==> src/rtl/id_ex_reg.sv <==
// ID/EX pipeline register: captures decoded operands and control from ID for EX,
// with debug freeze (i_enable), flush/bubble NOP insertion; optional ID_EX_BUBBLE_CNT_EN counter.
module id_ex_reg #(
  parameter int DATA_SIZE      = 32,
  parameter int REG_ADDR_SIZE  = 5,
  parameter int FUNC_CODE_SIZE = 6,
  parameter int OPCODE_SIZE    = 6
) (
  input  logic                      i_clk,
  input  logic                      i_rst_n,
  input  logic                      i_enable,
  input  logic                      i_flush,
  input  logic                      i_bubble,
  input  logic [DATA_SIZE-1:0]      i_pc_plus4,
  input  logic [DATA_SIZE-1:0]      i_data_a,
  input  logic [DATA_SIZE-1:0]      i_data_b,
  input  logic [DATA_SIZE-1:0]      i_immediate,
  input  logic [REG_ADDR_SIZE-1:0]  i_rs,
  input  logic [REG_ADDR_SIZE-1:0]  i_rt,
  input  logic [REG_ADDR_SIZE-1:0]  i_rd,
  input  logic [REG_ADDR_SIZE-1:0]  i_shamt,
  input  logic [FUNC_CODE_SIZE-1:0] i_funct_code,
  input  logic [OPCODE_SIZE-1:0]    i_opcode,
  input  logic                      i_reg_write,
  input  logic                      i_mem_read,
  input  logic                      i_mem_write,
  input  logic                      i_mem_to_reg,
  input  logic                      i_reg_dst,
  input  logic                      i_alu_src,
  input  logic                      i_halt,
  input  logic [1:0]                i_word_size,
  input  logic                      i_unsigned,
  output logic [DATA_SIZE-1:0]      o_pc_plus4,
  output logic [DATA_SIZE-1:0]      o_data_a,
  output logic [DATA_SIZE-1:0]      o_data_b,
  output logic [DATA_SIZE-1:0]      o_immediate,
  output logic [REG_ADDR_SIZE-1:0]  o_rs,
  output logic [REG_ADDR_SIZE-1:0]  o_rt,
  output logic [REG_ADDR_SIZE-1:0]  o_rd,
  output logic [REG_ADDR_SIZE-1:0]  o_shamt,
  output logic [FUNC_CODE_SIZE-1:0] o_funct_code,
  output logic [OPCODE_SIZE-1:0]    o_opcode,
  output logic                      o_reg_write,
  output logic                      o_mem_read,
  output logic                      o_mem_write,
  output logic                      o_mem_to_reg,
  output logic                      o_reg_dst,
  output logic                      o_alu_src,
  output logic                      o_halt,
  output logic [1:0]                o_word_size,
  output logic                      o_unsigned,
  output logic                      o_valid
`ifdef ID_EX_BUBBLE_CNT_EN
  ,
  output logic [15:0]               o_bubble_count
`endif
);

  typedef struct packed {
    logic [DATA_SIZE-1:0]      pc_plus4;
    logic [DATA_SIZE-1:0]      data_a;
    logic [DATA_SIZE-1:0]      data_b;
    logic [DATA_SIZE-1:0]      immediate;
    logic [REG_ADDR_SIZE-1:0]  rs;
    logic [REG_ADDR_SIZE-1:0]  rt;
    logic [REG_ADDR_SIZE-1:0]  rd;
    logic [REG_ADDR_SIZE-1:0]  shamt;
    logic [FUNC_CODE_SIZE-1:0] funct_code;
    logic [OPCODE_SIZE-1:0]    opcode;
    logic                      reg_write;
    logic                      mem_read;
    logic                      mem_write;
    logic                      mem_to_reg;
    logic                      reg_dst;
    logic                      alu_src;
    logic                      halt;
    logic [1:0]                word_size;
    logic                      unsigned_ld;
  } stage_t;

  stage_t stage_q, stage_d, stage_in;
  logic   valid_q, valid_d;
  logic   insert_nop;

  // A bubble is an all-zero stage word: opcode/funct 0 decode as SLL $0,$0,0.
  assign insert_nop = i_flush | i_bubble;

  always_comb begin
    stage_in.pc_plus4    = i_pc_plus4;
    stage_in.data_a      = i_data_a;
    stage_in.data_b      = i_data_b;
    stage_in.immediate   = i_immediate;
    stage_in.rs          = i_rs;
    stage_in.rt          = i_rt;
    stage_in.rd          = i_rd;
    stage_in.shamt       = i_shamt;
    stage_in.funct_code  = i_funct_code;
    stage_in.opcode      = i_opcode;
    stage_in.reg_write   = i_reg_write;
    stage_in.mem_read    = i_mem_read;
    stage_in.mem_write   = i_mem_write;
    stage_in.mem_to_reg  = i_mem_to_reg;
    stage_in.reg_dst     = i_reg_dst;
    stage_in.alu_src     = i_alu_src;
    stage_in.halt        = i_halt;
    stage_in.word_size   = i_word_size;
    stage_in.unsigned_ld = i_unsigned;
  end

  always_comb begin
    stage_d = stage_q;
    valid_d = valid_q;
    if (i_enable) begin
      if (insert_nop) begin
        stage_d = '0;
        valid_d = 1'b0;
      end else begin
        stage_d = stage_in;
        valid_d = 1'b1;
      end
    end
  end

  always_ff @(posedge i_clk or negedge i_rst_n) begin
    if (!i_rst_n) begin
      stage_q <= '0;
      valid_q <= 1'b0;
    end else begin
      stage_q <= stage_d;
      valid_q <= valid_d;
    end
  end

`ifdef ID_EX_BUBBLE_CNT_EN
  logic [15:0] bubble_cnt_q, bubble_cnt_d;

  // Saturating count of NOPs inserted on enabled edges; flush+bubble counts once.
  always_comb begin
    bubble_cnt_d = bubble_cnt_q;
    if (i_enable && insert_nop && (bubble_cnt_q != 16'hFFFF))
      bubble_cnt_d = bubble_cnt_q + 16'd1;
  end

  always_ff @(posedge i_clk or negedge i_rst_n) begin
    if (!i_rst_n) bubble_cnt_q <= '0;
    else          bubble_cnt_q <= bubble_cnt_d;
  end

  assign o_bubble_count = bubble_cnt_q;
`endif

  assign o_pc_plus4   = stage_q.pc_plus4;
  assign o_data_a     = stage_q.data_a;
  assign o_data_b     = stage_q.data_b;
  assign o_immediate  = stage_q.immediate;
  assign o_rs         = stage_q.rs;
  assign o_rt         = stage_q.rt;
  assign o_rd         = stage_q.rd;
  assign o_shamt      = stage_q.shamt;
  assign o_funct_code = stage_q.funct_code;
  assign o_opcode     = stage_q.opcode;
  assign o_reg_write  = stage_q.reg_write;
  assign o_mem_read   = stage_q.mem_read;
  assign o_mem_write  = stage_q.mem_write;
  assign o_mem_to_reg = stage_q.mem_to_reg;
  assign o_reg_dst    = stage_q.reg_dst;
  assign o_alu_src    = stage_q.alu_src;
  assign o_halt       = stage_q.halt;
  assign o_word_size  = stage_q.word_size;
  assign o_unsigned   = stage_q.unsigned_ld;
  assign o_valid      = valid_q;

endmodule

==> config.mk <==
export PLATFORM = sky130hd
export DESIGN_NAME = id_ex_reg
export DESIGN_NICKNAME = d
export VERILOG_FILES = /design/src/rtl/id_ex_reg.sv
export SDC_FILE = /design/constraint.sdc
export NUM_CORES = 1
export LEC_CHECK = 0
export CAP_MARGIN = 10
export CORE_AREA = 2 2 133 135
export DETAILED_ROUTE_END_ITERATION = 10
export DIE_AREA = 0 0 135 137
export HOLD_SLACK_MARGIN = 0.1
export PLACE_DENSITY_LB_ADDON = 0.12
export SYNTH_ARGS = -nofsm -noshare
export SYNTH_HDL_FRONTEND = slang
export SYNTH_SLANG_ARGS = --single-unit
==> constraint.sdc <==
create_clock -name i_clk -period 1.73 [get_ports i_clk]
set_input_delay 0.346 -clock i_clk [delete_from_list [all_inputs] [get_ports i_clk]]
set_output_delay 0.346 -clock i_clk [all_outputs]
set_load 0.05 [all_outputs]
==> results.md, run 1 <==
* Outcome: complete, no violations
* Post-CTS Hold Buffers at 1
* Area contributors post-synth: dfrtp_1 (57%), o22ai_2 (15%), inv_1 (8.5%)
* PortBufs at 345
* Hold Crit Endpoint: o_pc_plus4[31]
* Top cell type's share of synthesized area at 56.8%
* Combinational Power Share at roughly a quarter
* Async SR Flop Fraction at 100%
* Final hold vios at 0
* Sequential Area at 4280 sq um
* Pwr/cell area at 925 nW/um^2
* Initial core utilization at between 40 and 50%
* FP Rows at 48
* Syn Inst Count at 741
* H-tree lvl count at 4
* Fmax at 0.722 GHz
* Share of layout cells above drive strength 1 at 29.5%
* Maximum vdd ir drop at 0.000698 V
* Placed cell area at 10,900 sq um
* Multi-input logic area at 2280 sq um
* Clk Latency, worst-skew pair at approximately 0.43 ns
* Non-filler instance count after layout at 1,314
* Worst path bufs/invs at 1
* Post-Syn Area per Cell at 10.2 sq um
* Die ar. at 18,500 sq um
* Clock network power share at 35.7%
* Max clock buf depth at 2
* Largest net degree at the start of global routing at 77
* Reg2reg setup slack at between 1 and 1.5 ns
* Worst r2r dst: o_word_size[0]
* Final wirelength at 21,400 um
* Minimum clock period at 1.38 ns
* Remaining antenna violation count after routing at 0
* Total grt overflow at 0
* Area Overhead vs Synth at 52.9%
* First-pass GRT wire length at around 33,000 um
* Launch point of the worst reg-to-reg path: o_word_size[0]
* Post-CTS sizing at 0
* Fin. max-slew vios at 0
* CTS clk-pin slew, worst paths at around 0.07 ns
* Post CTS Setup Buffer Count at 0
* Worst Path Required at 1.38 ns
* Synth warn at 0
* Yosys reg bits at 171
* Crit path arrival time at 1.04 ns
* Placed Cells at 1,280
* Vias in the first global route at 6,079
* Detailed-route DRC error count at 0
* Post-DP HPWL at 15,500 um
* FF-to-FF path depth at 2
* CP max-delay cell: dfrtp_1
* Leakage at between 0.005 and 0.006 uW
* Final nets at 1,250
* Gr usage total at between 20% and 30%
* TNS Setup at 0 ns
* Final setup fails at 0
* Vias/cell at about 4.7
* RSZ-0062 raised after global routing: no
* Initial antenna violation count at 1
* Syn nets at 916
* Post-synthesis sequential area ratio at 56.8%
* Num CTS Buffers at 17
* Avg WL per Cell at between 15 and 20 um
* Main flop type after synthesis: dfrtp_1
* Final Instance Area at roughly 12,000 sq um
* Number of max-cap violations at 0
* Area leader, netlist: dfrtp_1
* Most common library cells after synthesis: dfrtp_1 (171), inv_1 (171), nand2_1 (170)
* Synth unique cells at 12
* Number of cells on the worst hold path at 3
* Area of the core at 17,100 sq um
* Sequential share of power at 40.9%
* Die H at 137 um
* Synth Cell Area at 7530 sq um
* Slew headroom at between 70% and 80%
* Sw Ratio at 30.9%
* Clock Skew at 0 ns
* CTS tree: yes
* Crit-path max cell delay at approximately 0.41 ns
* Die W at 135 um
* TritonRoute pass-1 iters at 4
* Fin crit share at 80.0%
* Top Ports at 346
* Fillers at 1,408
* Worst Tran Pin Value at about 0.38 ns
* CP Capture Type: primary output
* Post-synth EDFFs at 0
* Crit path max-delay family: flip-flops
* CP Max Fanout at 2
* Psw at about 3300 uW
* Int Power at 7360 uW
* DR iter-0 viols at 260
* CTS Root Cell: clkbuf_16
* Critical-path cell list: buf_4
* Hold Startpoint: i_enable
* Worst Setup Start Kind: flip-flop
* Clock Sinks at 171
* Via Count at 6,203
* Hold Path Class: input pin to flip-flop
* Crit Path Class: flip-flop to primary output
* RD Place Congestion at between 0.7 and 0.8
-- power groups by stage --
stage	Sequential [uW]	Clock, uW	Combinational [uW]
floorplan	5230	0	623
global placement	4420	0	2480
detailed placement	4430	0	2500
CTS	4360	3900	2520
global route	4380	4060	2640
finish	4350	3800	2490
-- cell families (layout without fill, tap and decap cells) --
logic type      after synthesis  count (layout)  share of synthesized area [%]
flops                       171             171                           56.8
compound gates              170             170                           21.6
buf+inv                     228             575                           12.9
mux                           1               1                          0.133
other cells                   0               1                              0
simple gates                171             171                           8.56
-- worst max-delay path by stage --
stage                              start              end  slack (ns)  cells after the start
after floorplan                 i_bubble      o_data_a[0]        0.56                      5
after global placement          i_bubble          o_valid        0.16                      5
after CTS                        o_rd[3]          o_rd[3]        0.32                      1
final                     o_immediate[3]   o_immediate[3]        0.35                      1
after detailed placement        i_bubble  o_funct_code[0]        0.13                      5
after global routing      o_immediate[3]   o_immediate[3]        0.32                      1
-- stage by stage --
stage	utilization (%)	power, uW	hold slack (ns)	setup WS (ns)
2_1_floorplan	-	5850	0.0504	0.564
3_3_place_gp	64.0	6900	0.231	0.161
3_5_place_dp	64.0	6930	0.234	0.126
4_1_cts	67.5	10800	0.223	0.324
5_1_grt	67.5	11100	0.245	0.318
6_report	67.5	10700	0.242	0.345
-- cell type report --
class / instances / share of cell area (%)
sequential: 171 / 37.2
timing repair buffer: 372 / 29.9
multi-input combinational: 342 / 19.8
inverter: 171 / 5.57
clock buffer: 19 / 3.85
tap: 225 / 2.45
clock inverter: 13 / 1.26
antenna: 1 / 0.0217
-- routing by layer --
| metal | part of all wire [%] | vias to the layer above | track usage [%] |
|---|---|---|---|
| met2 | 48 | 252 | 37.6 |
| met3 | 8.3 | 43 | 6.96 |
| met1 | 40 | 2865 | 27.9 |
| met4 | 3.3 | 0 | 10.7 |
| met5 | 0 | - | 0 |
| li1 | - | 3043 | - |
-- placed cells by master, fill, tap and decap left out --
cell / count
clkbuf_1: 1
inv_6: 1
dfrtp_1: 171
clkbuf_16: 17
inv_1: 171
nand2_1: 170
buf_6: 1
mux2i_1: 1
or2_4: 1
buf_4: 181
clkbuf_8: 1
clkinvlp_4: 6
bufinv_16: 2
dlygate4sd3_1: 1
clkdlybuf4s50_1: 172
o22ai_1: 80
clkinv_4: 3
diode_2: 1
buf_12: 16
o22ai_2: 90
clkinv_2: 1
buf_8: 1
No activity file was read; power rests on OpenSTA's default activity.
==> run 2: changes to the inputs <==
CORE_AREA = not set   (was 2 2 133 135)
CORE_UTILIZATION = 42   (was not set)
DIE_AREA = not set   (was 0 0 135 137)
clock period = 1.35 ns   (was 1.73 ns; I/O delays follow)
==> run 2 against run 1 <==
Compared with the run above: die area down 0.15%; hold slack got worse by 0.13 ns; cell count is 0.46% higher; first-iteration DRC count increased by 1.5%; combinational power up 60%.
==> results.md, run 2 (synthesized netlist as in run 1, its figures left out) <==
* Detailed-route DRC error count at 0 (unchanged)
* Die ar. at 18,500 sq um (-0.15%)
* Clk Latency, worst-skew pair at 0.42 ns (about the same)
* Vias/cell at 4.87 (+3.2%)
* Remaining antenna violation count after routing at 0 (unchanged)
* Area of the core at 17,400 sq um (+2.1%)
* Most frequent cells in the layout: buf_12 (189), clkdlybuf4s50_1 (172), inv_1 (171), dfrtp_1 (171), nand2_1 (170)
* Worst path bufs/invs at 1 (unchanged)
* Area Overhead vs Synth at 83.0%
* Sequential Area at 4280 sq um (unchanged)
* RSZ-0062 raised after global routing: no
* DR iter-0 viols at 264 (+1.5%)
* Hold Path Class: input pin to flip-flop
* Post-DP HPWL at 16,800 um (+8.7%)
* Final nets at 1,258 (+0.64%)
* PortBufs at 345 (unchanged)
* Clock Skew at 0 ns (unchanged)
* Most common cell after layout, fill and taps aside: buf_12
* Number of max-cap violations at 0 (unchanged)
* Initial core utilization at 43.2% (-0.91 points)
* CP Capture Type: primary output
* Die W at 136 um (+0.66%)
* Clock Sinks at 171 (unchanged)
* Gr usage total at 25.1% (+2.1 points)
* N_diodes at 0 (-1)
* CTS Root Cell: clkbuf_16
* Num CTS Buffers at 17 (unchanged)
* Top Ports at 346 (unchanged)
* CTS clk-pin slew, worst paths at 0.06 ns (about the same)
* Post CTS Setup Buffer Count at 0 (unchanged)
* Crit path arrival time at 1.04 ns (about the same)
* Fin crit share at 97.1%
* Worst Tran Pin Value at 0.367 ns (-0.0174 ns)
* Final hold vios at 0 (unchanged)
* Worst Path Required at 1.08 ns (-0.30 ns)
* Max clock buf depth at 2 (unchanged)
* Final setup fails at 0 (unchanged)
* Largest net degree at the start of global routing at 44 (-43%)
* Placed cell area at 13,100 sq um (+20%)
* Final wirelength at 22,600 um (+5.6%)
* Crit Path Class: flip-flop to primary output
* Slew headroom at 75.6% (+1.2 points)
* Minimum clock period at approximately 1.3 ns
* Crit path max-delay family: flip-flops
* Via Count at 6,429 (+3.6%)
* RD Place Congestion at 0.783 (+3.2%)
* Total grt overflow at 0 (unchanged)
* Share of layout cells above drive strength 1 at 29.8% (+0.27 points)
* Avg WL per Cell at 17.1 um (+5.1%)
* Maximum vdd ir drop at 0.000878 V (+26%)
* Multi-input logic area at 2280 sq um (unchanged)
* Vias in the first global route at 6,567 (+8.0%)
* First-pass GRT wire length at 35,100 um (+7.1%)
* Outcome: complete, no violations
* Crit-path max cell delay at 0.44 ns (+0.03 ns)
* Fin. max-slew vios at 0 (unchanged)
* TNS Setup at 0 ns (unchanged)
* Critical-path cell list: buf_12
* Leakage at 0.00597 uW (+11%)
* Fmax at ~0.76 GHz
* CTS tree: yes
* Final Instance Area at 13,800 sq um (+20%)
* CP Max Fanout at 2 (unchanged)
* Pwr/cell area at 1090 nW/um^2 (+18%)
* Die H at 136 um (-0.81%)
* Initial antenna violation count at 0 (-1)
* Worst Setup Start Kind: flip-flop
* Util after Layout at 79.1% (+12 points)
* FP Rows at 48 (unchanged)
* Fillers at 1,068 (-24%)
* CP max-delay cell: dfrtp_1
* TritonRoute pass-1 iters at 4 (unchanged)
* H-tree lvl count at 4 (unchanged)
* Worst hold slack at 0.115 ns (-0.127 ns)
run 2: cell count changes in the layout (fill, tap and decap cells not counted), sizes merged:
| cell | delta |
|---|---|
| clkbuf | +1 |
| bufinv | +3 |
| clkinvlp | -5 |
| buf | +8 |
| diode | -1 |
run 2: path summary, 6_finish.rpt:
path	start	slack (ns)	to	cells past startpoint
max in group asynchronous	i_rst_n	0.47	o_opcode[0]	3
setup / recovery	o_shamt[4]	0.04	o_shamt[4]	1
min in group asynchronous	i_rst_n	0.32	o_data_a[4]	2
hold reg to reg	o_funct_code[3]	0.57	o_funct_code[3]	2
setup reg to reg	o_immediate[7]	0.62	o_immediate[7]	2
hold / removal	i_enable	0.12	o_immediate[0]	3
run 2: what timing repair did:
item,CTS,global route
endpoints found under the setup margin,0,0
hold buffers,1,0
resized for setup,0,0
endpoints found under the hold margin,137,0
run 2: cell type report:
type                            instances  area share [%]
Timing Repair Buffer                  380            41.1
Sequential cell                       171            31.1
Multi-Input combinational cell        342            16.6
Inverter                              171            4.66
Clock buffer                           20            3.17
Tap cell                              225            2.04
Clock inverter                         11            1.41
run 2: layer usage:
layer / up-vias / wire (um) / track usage (%)
met1: 3087 / 8590 / 28.5
li1: 3058 / - / -
met3: 37 / 1890 / 7.90
met2: 247 / 11500 / 43.5
met4: 0 / 625 / 10.6
met5: - / 0 / 0
run 2: through the flow:
stage	setup WS, ns	total power, uW	cells
finish	0.0392	15000	1320
global route	0.0102	15500	1320
global placement	-0.233	9780	1288
floorplan	0.260	7500	741
detailed placement	-0.249	9830	1288
CTS	0.0150	15100	1320
run 2: power by group:
part	switching [uW]	internal (uW)
logic	1990	1990
clock network	1980	3280
registers	329	5420
total	4300	10700
